--- src/rtl/tlp_tap_mux.sv ---
// Round-robin, packet-granular merge of the CQ/CC/RQ/RC TLP streams into fixed OUT_BEATS-beat slots.
// Optional per-direction statistics counters are compiled in when TLP_TAP_STATS_EN is defined.
module tlp_tap_mux #(
    parameter int OUT_BEATS = 4
) (
    input  logic             clk156,
    input  logic             sys_rst_n,
    output logic [3:0]       src_rd_en,
    input  logic [3:0][73:0] src_dout,
    input  logic [3:0]       src_empty,
    output logic             wr_en,
    output logic [75:0]      din,
    input  logic             full
`ifdef TLP_TAP_STATS_EN
    ,
    output logic [3:0][31:0] stat_pkt,
    output logic [3:0][31:0] stat_trunc,
    output logic [3:0][31:0] stat_pad
`endif
);

    typedef enum logic [1:0] {ARB, COPY, PAD, DRAIN} state_e;

    localparam logic [7:0] LAST_BEAT = 8'(OUT_BEATS - 1);

    state_e      state_q, state_d;
    logic [1:0]  grant_q, grant_d;
    logic [1:0]  rr_ptr_q, rr_ptr_d;
    logic [7:0]  beat_q, beat_d;

    logic [73:0] cur_word;
    logic        src_valid;
    logic        src_last;
    logic        last_beat;
    logic        copy_fire;
    logic        pad_fire;
    logic        drain_pop;
    logic        hit;
    logic [1:0]  hit_idx;
    logic [63:0] masked_data;

    // Source word layout: {tkeep[73:66], tdata[65:2], tlast[1], tuser[0]}.
    assign cur_word  = src_dout[grant_q];
    assign src_valid = !src_empty[grant_q];
    assign src_last  = cur_word[1];
    assign last_beat = (beat_q == LAST_BEAT);
    assign copy_fire = (state_q == COPY) && src_valid && !full;
    assign pad_fire  = (state_q == PAD) && !full;
    assign drain_pop = (state_q == DRAIN) && src_valid;

    always_comb begin : arb_search
        // NOTE: every always_comb output gets a default first, so no path can infer a latch.
        hit     = 1'b0;
        hit_idx = rr_ptr_q;
        for (int i = 0; i < 4; i++) begin
            if (!hit && !src_empty[rr_ptr_q + 2'(i)]) begin
                hit     = 1'b1;
                hit_idx = rr_ptr_q + 2'(i);
            end
        end
    end

    always_comb begin : byte_mask
        masked_data = '0;
        for (int b = 0; b < 8; b++) begin
            masked_data[8*b +: 8] = cur_word[66 + b] ? cur_word[2 + 8*b +: 8] : 8'h00;
        end
    end

    // NOTE: sequential state uses non-blocking assignments only; reset is asynchronous.
    always_ff @(posedge clk156 or negedge sys_rst_n) begin : state_reg
        if (!sys_rst_n) begin
            state_q  <= ARB;
            grant_q  <= 2'd0;
            rr_ptr_q <= 2'd0;
            beat_q   <= 8'd0;
        end else begin
            state_q  <= state_d;
            grant_q  <= grant_d;
            rr_ptr_q <= rr_ptr_d;
            beat_q   <= beat_d;
        end
    end

    always_comb begin : next_state
        state_d  = state_q;
        grant_d  = grant_q;
        rr_ptr_d = rr_ptr_q;
        beat_d   = beat_q;
        case (state_q)
            ARB: begin
                if (hit) begin
                    grant_d  = hit_idx;
                    rr_ptr_d = hit_idx + 2'd1;
                    beat_d   = 8'd0;
                    state_d  = COPY;
                end
            end
            COPY: begin
                if (copy_fire) begin
                    beat_d = beat_q + 8'd1;
                    if (last_beat) begin
                        state_d = src_last ? ARB : DRAIN;
                    end else if (src_last) begin
                        state_d = PAD;
                    end
                end
            end
            PAD: begin
                if (pad_fire) begin
                    beat_d = beat_q + 8'd1;
                    if (last_beat) begin
                        state_d = ARB;
                    end
                end
            end
            DRAIN: begin
                if (drain_pop && src_last) begin
                    state_d = ARB;
                end
            end
            default: state_d = ARB;
        endcase
    end

    // din stays zero outside firing cycles so an idle bus carries no stale data.
    always_comb begin : outputs
        src_rd_en = 4'b0;
        wr_en     = 1'b0;
        din       = '0;
        if (copy_fire) begin
            src_rd_en[grant_q] = 1'b1;
            wr_en              = 1'b1;
            din                = {grant_q, 8'hFF, masked_data, last_beat, cur_word[0]};
        end
        if (pad_fire) begin
            wr_en = 1'b1;
            din   = {grant_q, 8'hFF, 64'h0, last_beat, 1'b0};
        end
        if (drain_pop) begin
            src_rd_en[grant_q] = 1'b1;
        end
    end

`ifdef TLP_TAP_STATS_EN
    logic [3:0][31:0] pkt_q, trunc_q, pad_q;

    always_ff @(posedge clk156 or negedge sys_rst_n) begin : stats_reg
        if (!sys_rst_n) begin
            pkt_q   <= '0;
            trunc_q <= '0;
            pad_q   <= '0;
        end else begin
            if ((copy_fire || pad_fire) && last_beat) begin
                pkt_q[grant_q] <= pkt_q[grant_q] + 32'd1;
            end
            if (copy_fire && last_beat && !src_last) begin
                trunc_q[grant_q] <= trunc_q[grant_q] + 32'd1;
            end
            if (copy_fire && !last_beat && src_last) begin
                pad_q[grant_q] <= pad_q[grant_q] + 32'd1;
            end
        end
    end

    assign stat_pkt   = pkt_q;
    assign stat_trunc = trunc_q;
    assign stat_pad   = pad_q;
`endif

endmodule
--- config.mk ---
export PLATFORM = sky130hd
export DESIGN_NAME = tlp_tap_mux
export DESIGN_NICKNAME = d
export VERILOG_FILES = /design/src/rtl/tlp_tap_mux.sv
export SDC_FILE = /design/constraint.sdc
export NUM_CORES = 1
export LEC_CHECK = 0
export BUFFER_PORTS_ARGS = -buffer_cell sky130_fd_sc_hd__clkbuf_2
export CORE_AREA = 2 2 150 152
export DETAILED_ROUTE_END_ITERATION = 8
export DIE_AREA = 0 0 152 154
export PLACE_DENSITY = 0.54
export SYNTH_ARGS = -nofsm -noshare
export SYNTH_HDL_FRONTEND = slang
export SYNTH_SLANG_ARGS = --single-unit
--- constraint.sdc ---
create_clock -name clk156 -period 3.7 [get_ports clk156]
set_input_delay 0.37 -clock clk156 [delete_from_list [all_inputs] [get_ports clk156]]
set_output_delay 0.37 -clock clk156 [all_outputs]
set_load 0.01 [all_outputs]
==> results_dict.tcl, run 1 <==
set metrics [dict create \
    grt.total_usage_pct 14.83 \
    p_sw_w 0.001275 \
    powerDensity_nw_per_um2 512.7 \
    instances_no_fill 924 \
    synthAdderAreaFrac_pct 1.910 \
    fin_tns_setup_ns 0 \
    cp_cell_sequence "buf_4 > mux4_2 > and3_1 > clkbuf_2" \
    fin_crit_ns 2.642 \
    cts_setup_buffers 0 \
    hold_viol 0 \
    period_share_pct 71.41 \
    synth_flop_cell "dfrtp_1" \
    cts_buffer_depth 2 \
    status "finished clean" \
    cp_slowest_stage_delay_ns 0.70 \
    worstMarginPinSlew_ns 0.6187 \
    rows 54 \
    power.share.switching_pct 45.00 \
    synthArstFlopShare_pct 100.0 \
    drive_gt1_share_pct 74.57 \
    arrival_ns 2.27 \
    via_count 4290 \
    die_w_um 152 \
    hold_class "in -> async" \
    syn-instance-count 284 \
    htree_levels 1 \
    start_util_pct 15.10 \
    synth_cell_types 44 \
    place_inst 917 \
    cts_made_buffers 3 \
    clock_latency_ns 0.24 \
    setup_viol 0 \
    max_clock_freq_mhz 378.5 \
    cp-start-kind "flop" \
    cts-resized-gates 0 \
    p_int_w 0.001558 \
    avgSynthCellArea_sq_um 11.53 \
    clockRootBuffer "clkbuf_16" \
    clk_pin_slew_worst_paths_ns 0.05 \
    crit_slowest_cell "mux4_2" \
    n_fill_cell 2362 \
    die_area_sq_um 23410 \
    cts_tree "yes" \
    grt_overflow_total 0 \
    core_area_sq_um 21690 \
    pwr-share-comb_pct 82.6 \
    finish.net_count 950 \
    synth_fp_nets 592 \
    place.port_buffers 383 \
    cts_hold_buffers 0 \
    drc 0 \
    drtAntennaViolNets 0 \
    grt_max_degree 82 \
    dpl_cell_area_sq_um 5440 \
    synth_top_family_by_area "multiplexers" \
    cp.required_ns 3.33 \
    vias_per_cell 4.643 \
    die_h_um 154 \
    grt_antenna_before_repair 4 \
    clkSinkCount 14 \
    yosys.area_share.simple_pct 21.01 \
    grt_pass1_vias 4339 \
    vdd_drop_max_mv 0.5319 \
    synth_edf_count 0 \
    fin_total_pwr_w 0.002833 \
    dp_hpwl_um 16120 \
    p_leak_nw 3.001 \
    wirelength_um 18400 \
    endpoint_kind "primary output" \
    ys_seq_area_share_pct 10.70 \
    synth_xor_area_share_pct 0.2674 \
    grt_first_pass_wirelength_um 27370 \
    slew_violations 0 \
    dp_worst_setup_slack_ns 1.271 \
    maxCapViolCount 0 \
    path_max_fanout 34 \
    fin_skew_ns 0.001430 \
    synth_compound_area_share_pct 6.226 \
    cp_num_buf_inv 2 \
    wl_per_cell_um 19.91 \
    crit_type "reg -> out" \
    netlist_area_sq_um 3276 \
    p_clk_share_pct 7.4 \
    path_delay_family "multiplexers" \
    yosysWarnings 0 \
    drt_iter0_markers 205 \
    postLayoutSetupSlackWorst_ns 1.058 \
    io_pins 384 \
    synth-seq-cells 14 \
    muxShareOfSynthArea_pct 53.44 \
    rsz0062_at_grt "no" \
    gp_congestion 0.9070 \
    maxSlewHeadroom_pct 58.76 \
    seqPwrFrac_pct 10.0 \
    final_cell_area_sq_um 5527 \
    drt_pass1_iterations 4 \
    areaGrowthSynthToFinish_pct 68.72 \
]
==> cell type report <==
| class | count | area (sq um) | share of cell area (%) |
|---|---|---|---|
| Clock buffer | 4 | 78.83 | 1.426 |
| Timing Repair Buffer | 389 | 1987 | 35.95 |
| Sequential cell | 14 | 357.8 | 6.475 |
| Multi-Input combinational cell | 228 | 2723 | 49.26 |
| Inverter | 6 | 22.52 | 0.4075 |
| Tap cell | 280 | 350.3 | 6.339 |
| Antenna cell | 3 | 7.507 | 0.1358 |
==> registers in the layout (all words and copies together) (netlist names) <==
| name | cells |
|---|---|
| rr_ptr_q | 2 |
| grant_q | 2 |
| state_q | 2 |
| beat_q | 8 |
==> power by group through the flow <==
stage          logic (W)  clock network, W  registers [W]
2_1_floorplan    0.00175                 0       0.000255
3_5_place_dp     0.00237                 0       0.000287
5_1_grt          0.00254          0.000221       0.000294
3_3_place_gp     0.00237                 0       0.000286
4_1_cts          0.00237          0.000212       0.000284
6_report         0.00234          0.000210       0.000284
==> worst paths after layout <==
kind | endpoint | startpoint | slack (ns) | cells after the start
min in group clk156 | beat_q[0] | beat_q[0] | 0.52 | 1
worst min-delay path | grant_q[1] | sys_rst_n | 0.03 | 1
worst min register to register | beat_q[0] | beat_q[0] | 0.52 | 1
worst max-delay path | din[10] | grant_q[0] | 1.06 | 4
max in group asynchronous | grant_q[0] | sys_rst_n | 3.38 | 1
worst max register to register | state_q[0] | grant_q[1] | 1.66 | 6
==> synthesized netlist by cell type (2+ instances only) <==
| cell type | n | area [sq um] |
|---|---|---|
| mux4_2 | 74 | 1667 |
| nor3_1 | 2 | 10.01 |
| dfrtp_1 | 14 | 350.3 |
| or2_2 | 2 | 12.51 |
| mux2_2 | 3 | 33.78 |
| buf_2 | 16 | 80.08 |
| inv_1 | 6 | 22.52 |
| nor4b_1 | 2 | 17.52 |
| clkbuf_1 | 10 | 37.54 |
| and3_1 | 69 | 431.7 |
| o21ai_0 | 7 | 35.03 |
| a22o_1 | 2 | 17.52 |
| and2_1 | 4 | 25.02 |
| nor4_1 | 2 | 12.51 |
| ha_1 | 5 | 62.56 |
| nand3_1 | 6 | 30.03 |
| a221o_1 | 3 | 30.03 |
| a21oi_1 | 2 | 10.01 |
| nor3b_1 | 3 | 22.52 |
| nand2_1 | 9 | 33.78 |
| mux2i_1 | 5 | 50.05 |
| o22ai_1 | 3 | 18.77 |
| a31oi_1 | 2 | 12.51 |
| nor2b_1 | 2 | 12.51 |
| nor2_1 | 4 | 15.01 |
| buf_4 | 9 | 67.56 |
==> per-stage QoR <==
step	hold slack, ns	util [%]
2_1_floorplan	0.07441	-
3_3_place_gp	0.2978	25.08
3_5_place_dp	0.2980	25.08
4_1_cts	0.04033	25.45
5_1_grt	0.06076	25.46
6_report	0.02886	25.48
==> cell usage in the layout (no fill, tap or decap), types with 3 or more instances in the layout <==
| cell type | n |
|---|---|
| nor2_1 | 4 |
| and3_1 | 69 |
| nand3_1 | 6 |
| o21ai_0 | 7 |
| clkbuf_2 | 383 |
| buf_4 | 4 |
| nand2_1 | 9 |
| ha_1 | 5 |
| diode_2 | 3 |
| a221o_1 | 3 |
| clkbuf_16 | 3 |
| inv_1 | 6 |
| mux2_2 | 3 |
| mux4_2 | 74 |
| nor3b_1 | 3 |
| dfrtp_1 | 12 |
| mux2i_1 | 5 |
| o22ai_1 | 3 |
| and2_1 | 4 |
==> kinds of logic (layout without fill, tap and decap cells) <==
family	Yosys count	count (layout)
compound gates	28	28
other cells	0	3
buf+inv	42	399
flops	14	14
xor+xnor	1	1
mux	82	82
fa+ha+maj	5	5
simple gates	112	112
==> per-layer routing <==
layer | part of all wire, % | vias to the layer above | wire length (um) | global-route usage (%)
li1 | - | 1917 | - | -
met1 | 41 | 2126 | 7553 | 19.56
met2 | 49 | 222 | 9096 | 25.72
met3 | 7.9 | 21 | 1449 | 3.185
met4 | 1.5 | 4 | 272 | 1.780
met5 | 0.13 | - | 24 | 0
Power figures use the tool's default switching activity.
==> inputs of run 2 (changes only) <==
--- a/config.mk
+++ b/config.mk
@@ -5,10 +5,11 @@
 export SDC_FILE = /design/constraint.sdc
 export NUM_CORES = 1
 export LEC_CHECK = 0
+export ABC_AREA = 1
 export BUFFER_PORTS_ARGS = -buffer_cell sky130_fd_sc_hd__clkbuf_2
-export CORE_AREA = 2 2 150 152
+export CORE_AREA = 2 2 149 151
 export DETAILED_ROUTE_END_ITERATION = 8
-export DIE_AREA = 0 0 152 154
+export DIE_AREA = 0 0 151 153
 export PLACE_DENSITY = 0.54
 export SYNTH_ARGS = -nofsm -noshare
 export SYNTH_HDL_FRONTEND = slang
==> constraint.sdc (replaced) <==
create_clock -name clk156 -period 2.6 [get_ports clk156]
set_input_delay 0.26 -clock clk156 [delete_from_list [all_inputs] [get_ports clk156]]
set_output_delay 0.26 -clock clk156 [all_outputs]
set_load 0.01 [all_outputs]
==> results_dict.tcl, run 2 <==
set metrics [dict create \
    status "finished clean" \
    vias_per_cell 4.649 \
    netlist_area_sq_um 3164 \
    use_met2_pct 26.30 \
    grt.total_usage_pct 16.43 \
    cts_tree "yes" \
    cp_cell_sequence "inv_1 > ha_2 > inv_1 > nor2_2 > nand2_4 > nor2_4 > buf_12 > nand2_1 > buf_4 > a31oi_1 > clkbuf_2" \
    grt_pass1_vias 5098 \
    grt_max_degree 46 \
    maxSlewHeadroom_pct 66.07 \
    synth_flop_cell "dfrtp_1" \
    grtUsageMet3_pct 3.910 \
    regMostFlops "beat_q" \
    cts_setup_buffers 0 \
    worstMarginPinSlew_ns 0.5036 \
    clock_latency_ns 0.24 \
    critical_path_depth 11 \
    finish.net_count 1170 \
    yosysWarnings 0 \
    io_pins 384 \
    drt_pass1_iterations 6 \
    synth_top_family_by_area "compound AO/OA/AOI/OAI gates" \
    cp_slowest_stage_delay_ns 0.40 \
    fin_skew_ns 0.003744 \
    yosys-top-cells-count "nand2_1 (136), a22oi_1 (126), a21oi_1 (52), buf_2 (22), a31oi_1 (20)" \
    layout_common_cells "clkbuf_2 (383), nand2_1 (133), a22oi_1 (126)" \
    path_delay_family "buffers and inverters" \
    place.port_buffers 383 \
    grt_antenna_before_repair 5 \
    arrival_ns 2.14 \
    drt_iter0_markers 415 \
    clk_pin_slew_worst_paths_ns 0.05 \
    cp_num_buf_inv 5 \
    grt_first_pass_wirelength_um 29650 \
    final_util_pct 25.63 \
    largest_reg_flops 8 \
    hold_class "in -> async" \
    grt_overflow_total 0 \
    p_leak_nw 2.876 \
    powerDensity_nw_per_um2 793.1 \
    cp-start-kind "flop" \
    dp_hpwl_um 17430 \
    synth_fp_nets 807 \
    yosysTopAreaCell "a22oi_1" \
    synth_compound_area_share_pct 46.86 \
    hold_viol 0 \
    avgSynthCellArea_sq_um 6.341 \
    muxShareOfSynthArea_pct 0 \
    reg2reg_from "grant_q[1]" \
    die_h_um 153 \
    crit_type "reg -> out" \
    fin_total_pwr_w 0.004367 \
    path_max_fanout 8 \
    cp.required_ns 2.34 \
    yosysMostFrequentCell "nand2_1" \
    endpoint_kind "primary output" \
    start_util_pct 14.73 \
    fin_crit_ns 2.395 \
    maxCapViolCount 0 \
    setup_viol 0 \
    vdd_drop_max_mv 0.4804 \
    areaGrowthSynthToFinish_pct 74.02 \
    max_clock_freq_mhz 417.5 \
    yosys.area_share.simple_pct 27.96 \
    synth_edf_count 0 \
    syn-instance-count 499 \
    yosys-top-cells-area "a22oi_1 (30%), nand2_1 (16%), dfrtp_1 (11%)" \
    reg2reg_slack_ns 0.61 \
    die_w_um 151 \
    core_area_sq_um 21490 \
    rsz0062_at_grt "no" \
    synthArstFlopShare_pct 100.0 \
    via_count 5318 \
    period_share_pct 92.12 \
    ys_seq_area_share_pct 11.07 \
    cts_buffer_depth 2 \
    clockRootBuffer "clkbuf_16" \
    crit_slowest_cell "dfrtp_1" \
    synth-seq-cells 14 \
    synth_top_area_share_pct 29.89 \
    slew_violations 0 \
    clkSinkCount 14 \
    worstSetupStartpoint "state_q[1]" \
    drtAntennaViolNets 0 \
    busiest_layer "met2" \
    grtUsageMet1_pct 22.40 \
    rows 54 \
    drive_gt1_share_pct 52.38 \
    cts_made_buffers 3 \
    gp_congestion 0.8944 \
    wl_per_cell_um 18.03 \
    fin_tns_setup_ns 0 \
    final_common_cell "clkbuf_2" \
    synthAdderAreaFrac_pct 1.977 \
    die_area_sq_um 23100 \
    htree_levels 1 \
    synth_xor_area_share_pct 0.8304 \
    drc 0 \
    synth_cell_types 37 \
    reg2reg_depth 13 \
    wirelength_um 20630 \
    critPathMostFrequentCell "inv_1" \
]
[run 2: cell count changes after synthesis, moves of 18 or more]
| cell | change |
|---|---|
| nand2_1 | +127 |
| a22oi_1 | +126 |
| mux4_2 | -74 |
| and3_1 | -69 |
| a21oi_1 | +50 |
| a31oi_1 | +18 |
[run 2: power breakdown]
| group | internal [W] | total, W | switching (W) |
|---|---|---|---|
| logic | 0.00137 | 0.00364 | 0.00228 |
| clock network | 0.000233 | 0.000323 | 0.0000897 |
| registers | 0.000287 | 0.000400 | 0.000113 |
[run 2: per-layer routing]
layer | vias up | wire [um] | part of all wire (%)
met5 | - | 26 | 0.13
met4 | 4 | 436 | 2.1
met3 | 32 | 2125 | 10
met2 | 295 | 9216 | 45
met1 | 2418 | 8824 | 43
li1 | 2569 | - | -
[run 2: worst reg2reg max path: stages, from the launching register on]
cell     delay [ns]
dfrtp_1        0.43
inv_2          0.15
nand2_1        0.13
inv_2          0.13
buf_12         0.21
nand2_1        0.07
nand4_1        0.11
inv_1          0.07
nand2_1        0.08
nand2_1        0.05
a21oi_1        0.22
nand2_1        0.11
nand2_1        0.07
nand2_1        0.05
[run 2: final timing paths]
path	to
worst max-delay path	din[23]
worst min-delay path	beat_q[7]
worst max register to register	state_q[0]
worst min register to register	beat_q[7]
max in group asynchronous	rr_ptr_q[0]
min in group clk156	beat_q[7]
[run 2: what timing repair did]
item / CTS / global route
resized for setup: 0 / 5
endpoints found under the setup margin: 0 / 37
hold buffers: 1 / 0
hold endpoints to repair: 14 / 0
[run 2: area by class of cell]
class	count	area, sq um
multi-input cells	418	2484
well taps	280	350.3
clock buffers	4	88.84
repair buffers	402	2137
inverters	23	88.84
flip-flops and latches	14	350.3
diodes	3	7.507
fillers	2438	15980
[run 2: logic make-up after synthesis]
family,count (synthesis)
buffers and inverters,67
AND/OR/NAND/NOR,195
XOR/XNOR,3
adder cells (fa/ha/maj),5
flip-flops,14
AO/OA/AOI/OAI,215
[run 2: per-stage QoR]
| step | hold slack (ns) | worst slack [ns] | cells | instance area (sq um) |
|---|---|---|---|---|
| after floorplan | -0.03559 | 0.7106 | 499 | 3164 |
| after global placement | 0.1953 | 0.3430 | 1136 | 5388 |
| after detailed placement | 0.1924 | 0.2858 | 1136 | 5388 |
| after CTS | 0.4682 | 0.02817 | 1141 | 5487 |
| after global routing | 0.5022 | 0.03538 | 1142 | 5502 |
| final | 0.4636 | 0.2049 | 1144 | 5507 |
